[config.mk]
export PLATFORM = sky130hd
export DESIGN_NAME = sys_rst_ctrl
export DESIGN_NICKNAME = d
export VERILOG_FILES = /design/src/rtl/sys_rst_ctrl.sv
export SDC_FILE = /design/constraint.sdc
export NUM_CORES = 1
export LEC_CHECK = 0
export BUFFER_PORTS_ARGS = -buffer_cell sky130_fd_sc_hd__buf_2
export CAP_MARGIN = 10
export CORE_ASPECT_RATIO = 0.5
export CORE_MARGIN = 2
export CORE_UTILIZATION = 25
export DETAILED_ROUTE_END_ITERATION = 6
export SLEW_MARGIN = 20
export SYNTH_ARGS = -nofsm -noshare
export SYNTH_HDL_FRONTEND = slang
export SYNTH_SLANG_ARGS = --single-unit
export TNS_END_PERCENT = 1
[constraint.sdc]
create_clock -name clk_i -period 2.14 [get_ports clk_i]
set_input_delay 0.214 -clock clk_i [delete_from_list [all_inputs] [get_ports clk_i]]
set_output_delay 0.214 -clock clk_i [all_outputs]
set_load 0.005 [all_outputs]
[src/rtl/sys_rst_ctrl.sv]
// Reset sequencer: debounced button, software and watchdog triggers; staggered release of NUM_RST domains.
// Latency: button fall to rst_o asserted = DEBOUNCE_CYCLES+3 edges; software/watchdog trigger asserts on the next edge.
// No backpressure. Build with MIPS_RSTCTRL_WDT_EN defined to include the watchdog.
module sys_rst_ctrl #(
    parameter int NUM_RST         = 4,
    parameter int DEBOUNCE_CYCLES = 100000,
    parameter int HOLD_CYCLES     = 16,
    parameter int STAGGER_CYCLES  = 8,
    parameter int WDT_CYCLES      = 1 << 24
) (
    input  logic               clk_i,
    input  logic               rst_i,
    input  logic               btn_n_i,
    input  logic               sw_rst_i,
    input  logic               wdt_kick_i,
    output logic [NUM_RST-1:0] rst_o,
    output logic               ready_o,
    output logic [1:0]         cause_o,
    output logic [7:0]         rst_cnt_o
);

    localparam int DEB_W  = $clog2(DEBOUNCE_CYCLES + 1);
    localparam int HOLD_W = $clog2(HOLD_CYCLES + 1);
    localparam int STAG_W = $clog2(STAGGER_CYCLES + 1);

    localparam logic [DEB_W-1:0]  DEB_MAX  = DEB_W'(DEBOUNCE_CYCLES);
    localparam logic [HOLD_W-1:0] HOLD_MAX = HOLD_W'(HOLD_CYCLES - 1);
    localparam logic [STAG_W-1:0] STAG_MAX = STAG_W'(STAGGER_CYCLES - 1);

    typedef enum logic [1:0] {
        S_HOLD    = 2'd0,
        S_RELEASE = 2'd1,
        S_RUN     = 2'd2
    } state_t;

    state_t             state;
    logic [1:0]         btn_sync;
    logic [DEB_W-1:0]   deb_cnt;
    logic               pressed_q;
    logic [HOLD_W-1:0]  hold_cnt;
    logic [STAG_W-1:0]  stag_cnt;
    logic               btn_pressed;
    logic               press_evt;
    logic               wdt_exp;
    logic               trigger;

    assign btn_pressed = (deb_cnt == DEB_MAX);
    // Single-cycle pulse on the first cycle the debounce count saturates.
    assign press_evt   = btn_pressed && !pressed_q;
    assign trigger     = press_evt || wdt_exp || sw_rst_i;

    always_ff @(posedge clk_i) begin
        if (rst_i) begin
            btn_sync  <= 2'b11;
            deb_cnt   <= '0;
            pressed_q <= 1'b0;
        end else begin
            btn_sync  <= {btn_sync[0], btn_n_i};
            pressed_q <= btn_pressed;
            if (btn_sync[1]) begin
                deb_cnt <= '0;
            end else if (deb_cnt != DEB_MAX) begin
                deb_cnt <= deb_cnt + 1'b1;
            end
        end
    end

`ifdef MIPS_RSTCTRL_WDT_EN
    localparam int WDT_W = (WDT_CYCLES > 1) ? $clog2(WDT_CYCLES) : 1;
    localparam logic [WDT_W-1:0] WDT_MAX = WDT_W'(WDT_CYCLES - 1);

    logic [WDT_W-1:0] wdt_cnt;

    // A kick in the expiry cycle suppresses the trigger.
    assign wdt_exp = (state == S_RUN) && (wdt_cnt == WDT_MAX) && !wdt_kick_i;

    always_ff @(posedge clk_i) begin
        if (rst_i) begin
            wdt_cnt <= '0;
        end else if (state != S_RUN || wdt_kick_i || wdt_exp) begin
            wdt_cnt <= '0;
        end else begin
            wdt_cnt <= wdt_cnt + 1'b1;
        end
    end
`else
    logic unused_kick;
    assign unused_kick = wdt_kick_i;
    assign wdt_exp     = 1'b0;
`endif

    always_ff @(posedge clk_i) begin
        if (rst_i) begin
            state     <= S_HOLD;
            rst_o     <= '1;
            ready_o   <= 1'b0;
            cause_o   <= 2'd0;
            rst_cnt_o <= 8'd0;
            hold_cnt  <= '0;
            stag_cnt  <= '0;
        end else begin
            case (state)
                S_HOLD: begin
                    if (press_evt) begin
                        cause_o  <= 2'd1;
                        hold_cnt <= '0;
                    end else if (!btn_pressed) begin
                        if (hold_cnt == HOLD_MAX) begin
                            state    <= S_RELEASE;
                            rst_o    <= rst_o << 1;
                            hold_cnt <= '0;
                            stag_cnt <= '0;
                        end else begin
                            hold_cnt <= hold_cnt + 1'b1;
                        end
                    end
                end
                default: begin
                    if (trigger) begin
                        state    <= S_HOLD;
                        rst_o    <= '1;
                        ready_o  <= 1'b0;
                        hold_cnt <= '0;
                        stag_cnt <= '0;
                        if (press_evt) begin
                            cause_o <= 2'd1;
                        end else if (wdt_exp) begin
                            cause_o <= 2'd3;
                        end else begin
                            cause_o <= 2'd2;
                        end
                        if (rst_cnt_o != 8'hFF) begin
                            rst_cnt_o <= rst_cnt_o + 1'b1;
                        end
                    end else if (state == S_RELEASE) begin
                        // Zeros shift in from bit 0, so domains release in index order.
                        if (rst_o == '0) begin
                            state   <= S_RUN;
                            ready_o <= 1'b1;
                        end else if (stag_cnt == STAG_MAX) begin
                            rst_o    <= rst_o << 1;
                            stag_cnt <= '0;
                        end else begin
                            stag_cnt <= stag_cnt + 1'b1;
                        end
                    end
                end
            endcase
        end
    end

endmodule
## Yosys cells after proc, flatten, opt, wreduce, memory -nomap -nowiden

Cells that the tools add are included.

- Register bits after elaboration: 46
- Bits in latches: 0
- Memory bits (writable): 0
- Bits in read-only memories: 0
- Bits of input ports: 5
- Output and inout bits: 15
- Logic and storage cells: 81
- Memories: 0

- Add/subtract/negate cells: 4
- $mul: 0
- Div/mod/pow operators: 0
- Magnitude comparators: 0
- Equal/unequal tests: 12
- Shifts and indexed selects: 0
- Muxes and demuxes: 35
- Bitwise operators: 1
- Reduce and logical (&&, ||, !) cells: 19

Operators with widths:

| operator | number |
|---|---|
| $mux W4 | 16 |
| $mux W5 | 5 |
| $mux W2 | 11 |
| $add A17 B1 Y17 const B | 1 |
| $eq A17 B17 Y1 const B | 1 |
| $ne A17 B17 Y1 const B | 1 |
| $reduce_and A5 Y1 | 2 |
| $reduce_bool A3 Y1 | 3 |
| $add A8 B1 Y8 const B | 1 |
| $ne A2 B2 Y1 const B | 4 |
| $ne A8 B8 Y1 const B | 1 |
| $reduce_and A3 Y1 | 2 |
| $reduce_and A6 Y1 | 1 |
| $reduce_bool A2 Y1 | 3 |
| $add A5 B1 Y5 const B | 1 |
| $eq A5 B4 Y1 const B | 1 |
| $add A4 B1 Y4 const B | 1 |
| $eq A4 B3 Y1 const B | 1 |
| $logic_not A4 Y1 | 1 |
| $reduce_and A2 Y1 | 2 |
| $mux W1 | 3 |
| $ne A3 B2 Y1 const B | 1 |
| $ne A3 B3 Y1 const B | 1 |
| $eq A2 B1 Y1 const B | 1 |
| 6 further kinds | 6 |

## Depth between registers and ports, before layout

- Word-level depth: 6
- Depth in mapped cells: 8
- Mapped depth without buffers: 7

## Worst setup path before layout

Ideal clock, no wire load.

- Path type: reg-to-reg
- From: register deb_cnt[2]
- To: register rst_cnt_o[4]
- Library setup time: 0.123 ns
- Arrival time: 2.114 ns
- Required time: 2.017 ns
- Setup slack: -0.098 ns
- Cell stages (with the launch flop): 6
- Path buffers: 0
- Period minus slack after synthesis: 2.238 ns
- Cell sequence: dfxtp_1 > or4b_4 > nor4_4 > a21oi_2 > nor4_1 > mux2_1

- Word-level cells in the longest chain between the ends: 4

Ends and longest elaborated chain:

| item | RTL line | RTL |
|---|---|---|
| from (decl) | 38 | `logic [DEB_W-1:0] deb_cnt;` |
| from (signal assigned) | 63 | `deb_cnt <= deb_cnt + 1'b1;` |
| $eq A17 B17 Y1 | 47 | `assign btn_pressed = (deb_cnt == DEB_MAX);` |
| $logic_and A1 B1 Y1 | 49 | `assign press_evt = btn_pressed && !pressed_q;` |
| $logic_or A1 B1 Y1 | 50 | `assign trigger = press_evt \|\| wdt_exp \|\| sw_rst_i;` |
| $reduce_and A3 Y1 (no line) | n/a |  |
| to (signal assigned) | 133 | `rst_cnt_o <= rst_cnt_o + 1'b1;` |
| to (decl) | 19 | `output logic [7:0] rst_cnt_o` |

No other way between the ends.
A chain may end at the register's enable or synchronous reset.

## Worst setup path in the final report

- From: register deb_cnt[12]
- To: register rst_cnt_o[5]

Same word-level chain as after synthesis.

==> qor.yml <==
status:
  status: "finished clean"
final_layout:
  final.fill_count: 940
  fin_util_pct: 32.21
  finalNonFillerCells: 413
  drive_gt1_share_pct: 21.62
  antenna_cells_inserted: 0
  design.final.nets: 305
  area_growth_syn_to_layout_pct: 24.28
global_route:
  grt_util_met2_pct: 17.02
  grt_antenna_before_repair: 0
  grt_max_degree: 33
  grt_pass1_wl_microns: 8514
  globalRouteTotalUtil_pct: 10.42
  grt_use_met3_pct: 2.607
  grt-ovfl-total: 0
  gr_layer_usage_met1_pct: 13.74
  grt.busiest_layer: "met2"
  via_count_of_the_first_global_routing_pass: 1810
logic_synthesis:
  synth_sequential_area_ratio_pct: 40.53
  yosys.area.top_type: "sky130_fd_sc_hd__dfxtp_1"
  synth_enable_flop_cells: 0
  post_synth_instance_area_sq_mm: 0.002272
  yosys-top-cells-area: "sky130_fd_sc_hd__dfxtp_1, sky130_fd_sc_hd__nor2_1, sky130_fd_sc_hd__xnor2_1"
  syn_inst: 258
  synthArstFlopShare_pct: 0
  flops_latches_synth: 46
  ys.warnings.count: 0
  synth_cell_types: 59
  syn_nets: 268
  netlist.area_leader.share_pct: 40.53
  syn_area_per_cell_sq_um: 8.807
  ys_dominant_reg_cell: "sky130_fd_sc_hd__dfxtp_1"
timing:
  worst_slew_pin_slew_ps: 553.8
  final_number_of_setup_violating_endpoints: 0
  totalNegativeSetupSlack_ps: 0
  fin_skew_ps: 9.457
  fin_crit_ps: 2099
  fmax_mhz: 476.5
  rsz0062_at_grt: "true"
  max-slew-margin-rel_pct: 62.74
  final-hold-violation-count: 0
  period_share_pct: 98.06
  slew_viols_final: 0
power_and_ir_drop:
  swShare_pct: 21.08
  power.share.clock_pct: 47.5
  netSwitchingPower_mw: 0.3687
  power.share.combinational_pct: 2.8
  power_leakage_nw: 1.021
  p_seq_share_pct: 49.8
  power_density_mw_per_mm2: 619.4
  cellInternalPower_mw: 1.381
  ir_drop_uv: 327.1
cts:
  cts-root-to-sink-buffers: 2
  clock_tree_from_tritoncts: "done"
  h-tree-depth: 2
  clock_slew_at_reported_path_ffs_ps: 60
  cts.sinks: 46
  clkLatencyLatePin_ps: 290
  cts_made_buffers: 5
  clock-root-buffer: "sky130_fd_sc_hd__clkbuf_16"
drt:
  postRouteAntennaNets: 0
  detail_route.first_pass.iterations: 4
  post_drt_wl_per_cell_microns: 12.30
  via_count: 1991
  route.detailed.vias_per_inst: 4.821
  routed_wl_microns: 5078
  number_of_design_rule_violations_left_by_the_first_detailed_router_iteration: 93
  detail_route.drc_violations: 0
floorplanning:
  start_util_pct: 25.91
  die_footprint_sq_mm: 0.009913
  floorplan.die.width_microns: 138.8
  placement_rows: 24
  io-pin-count: 20
  overall_die_height_microns: 71.41
  fp.coreArea_sq_mm: 0.008768
min_path:
  hold_start: "btn_n_i"
  whs_path_depth: 2
  hold_path_class: "in2reg"
  hold-path-endpoint: "btn_sync[0]$_SDFF_PP1_"
setup_path:
  reg2reg_to: "rst_cnt_o[5]$_SDFFE_PP0P_"
  critPathKind: "reg2reg"
  cp-end-kind: "flop"
  worst-r2r-cell-count: 5
  start_kind: "flop"
  cp_cell_sequence: "or4b_4 -> nor4_4 -> a21oi_2 -> or4_1 -> a21oi_1"
  worst_ep_arrival_time_ps: 2320
  timing.critical_path.slowest_stage_cell: "sky130_fd_sc_hd__or4b_4"
  cpPeakStageDelay_ps: 570
  ff2ff_setup_slack_ps: 40
  r2r_startpoint: "deb_cnt[12]$_SDFFE_PP0P_"
  required_ps: 2360
  worst-path-max-fanout: 10
placement:
  replace_congestion: 0.7833
  place_hpwl_microns: 3494
  placed_cells: 404
  port_buffer_count: 18
flow_run:
  maxCapViolations: 0
## layout make-up
class                   instances  area (sq um)  area share [%]
multi-input cells             196          1324           46.88
flip-flops and latches         46         922.1           32.65
inverters                       8         30.03           1.063
repair buffers                 38         240.2           8.507
clock buffers                   7         152.6           5.405
well taps                     117         146.4           5.184
clock inverters                 1         8.758          0.3101
## synth_stat cells (all sizes together), types with 2 or more instances
cell type / count
nor2b: 3
or2: 4
nor2: 30
inv: 8
nor4b: 2
o31ai: 3
nand4: 7
xor2: 7
nand3: 13
clkbuf: 6
o211ai: 2
or3: 4
mux2: 2
and3: 5
or4b: 2
o21ai: 11
xnor2: 9
nand2b: 6
a31oi: 2
nor4: 5
mux2i: 6
or4: 3
a311oi: 2
nand4b: 2
buf: 2
dfxtp: 46
nor3: 5
ha: 5
a21oi: 16
nand2: 15
a211oi: 5
## cells in the final DEF (no fill, tap or decap), types with 4 or more instances in the layout
cell	netlist	routed
sky130_fd_sc_hd__a21oi_1	14	14
sky130_fd_sc_hd__o21ai_0	10	10
sky130_fd_sc_hd__nand4_1	7	7
sky130_fd_sc_hd__dfxtp_1	46	45
sky130_fd_sc_hd__nand2_1	15	15
sky130_fd_sc_hd__or2_2	4	4
sky130_fd_sc_hd__xor2_1	7	7
sky130_fd_sc_hd__nor3_1	4	4
sky130_fd_sc_hd__nand3_1	13	13
sky130_fd_sc_hd__buf_4	0	20
sky130_fd_sc_hd__clkbuf_16	0	5
sky130_fd_sc_hd__inv_1	8	8
sky130_fd_sc_hd__mux2i_1	6	6
sky130_fd_sc_hd__nor2_1	30	30
sky130_fd_sc_hd__ha_1	5	5
sky130_fd_sc_hd__or3_1	4	4
sky130_fd_sc_hd__a211oi_1	5	5
sky130_fd_sc_hd__buf_2	0	18
sky130_fd_sc_hd__and3_1	4	4
sky130_fd_sc_hd__nand2b_1	6	6
sky130_fd_sc_hd__xnor2_1	9	9
## layer usage
layer | part of all wire (%) | vias to the layer above
met5 | 0 | -
met4 | 1.3 | 0
met3 | 2.5 | 6
met2 | 45 | 27
met1 | 51 | 931
li1 | - | 1027
## power groups by stage
stage               Combinational (mW)  Clock, mW  Sequential (mW)
floorplan                       0.0344          0            0.888
global placement                0.0473          0            0.889
detailed placement              0.0480          0            0.889
CTS                             0.0481      0.848            0.870
global route                    0.0557      0.896            0.871
finish                          0.0487      0.830            0.870
## sequential cells by signal, summed over array words and instances (netlist names)
signal and cells:
rst_o 4, deb_cnt 17, btn_sync 2, pressed_q 1, cause_o 2, hold_cnt 5
ready_o 1, rst_cnt_o 8, stag_cnt 4, state 2
## kinds of logic (layout without fill, tap and decap cells)
logic type | after synthesis | after routing | synth area share, %
fa+ha+maj | 5 | 5 | 2.753
buf+inv | 16 | 54 | 2.973
flops | 46 | 46 | 40.53
xor+xnor | 16 | 16 | 6.168
mux | 8 | 8 | 3.634
compound gates | 54 | 54 | 15.92
simple gates | 113 | 113 | 28.03
## worst max-delay path by stage
stage                                        start                   endpoint
after floorplan           deb_cnt[12]$_SDFFE_PP0P_  rst_cnt_o[3]$_SDFFE_PP0P_
after global placement    deb_cnt[12]$_SDFFE_PP0P_      rst_o[1]$_SDFFE_PP1P_
after detailed placement   deb_cnt[0]$_SDFFE_PP0P_   hold_cnt[2]$_SDFFE_PP0P_
after CTS                  deb_cnt[0]$_SDFFE_PP0P_   hold_cnt[2]$_SDFFE_PP0P_
after global routing       deb_cnt[0]$_SDFFE_PP0P_   stag_cnt[1]$_SDFFE_PP0P_
final                     deb_cnt[12]$_SDFFE_PP0P_  rst_cnt_o[5]$_SDFFE_PP0P_
## stage by stage
step                hold WS [ps]  cell area (sq um)  total power, mW  setup slack (ps)
finish                     105.2               2824            1.749             41.48
CTS                        99.36               2780            1.766            0.4288
global route               94.28               2824            1.822            -107.6
floorplan                  317.8               2277           0.9222            -27.58
detailed placement         393.3               2619           0.9374             18.90
global placement           393.5               2619           0.9363             58.81
## worst max-delay path, delay by kind of cell (launching register included)
kind,cells,cell delay (ps)
AND/OR/NAND/NOR,3,1370
AO/OA/AOI/OAI,2,330
flip-flops,1,320
## what timing repair did
item / 4_1_cts / 5_1_grt
setup buffers: 0 / 1
hold buffers: 0 / 0
resized for setup: 0 / 6
setup endpoints to repair: 0 / 17
No activity file was read; power rests on OpenSTA's default activity.
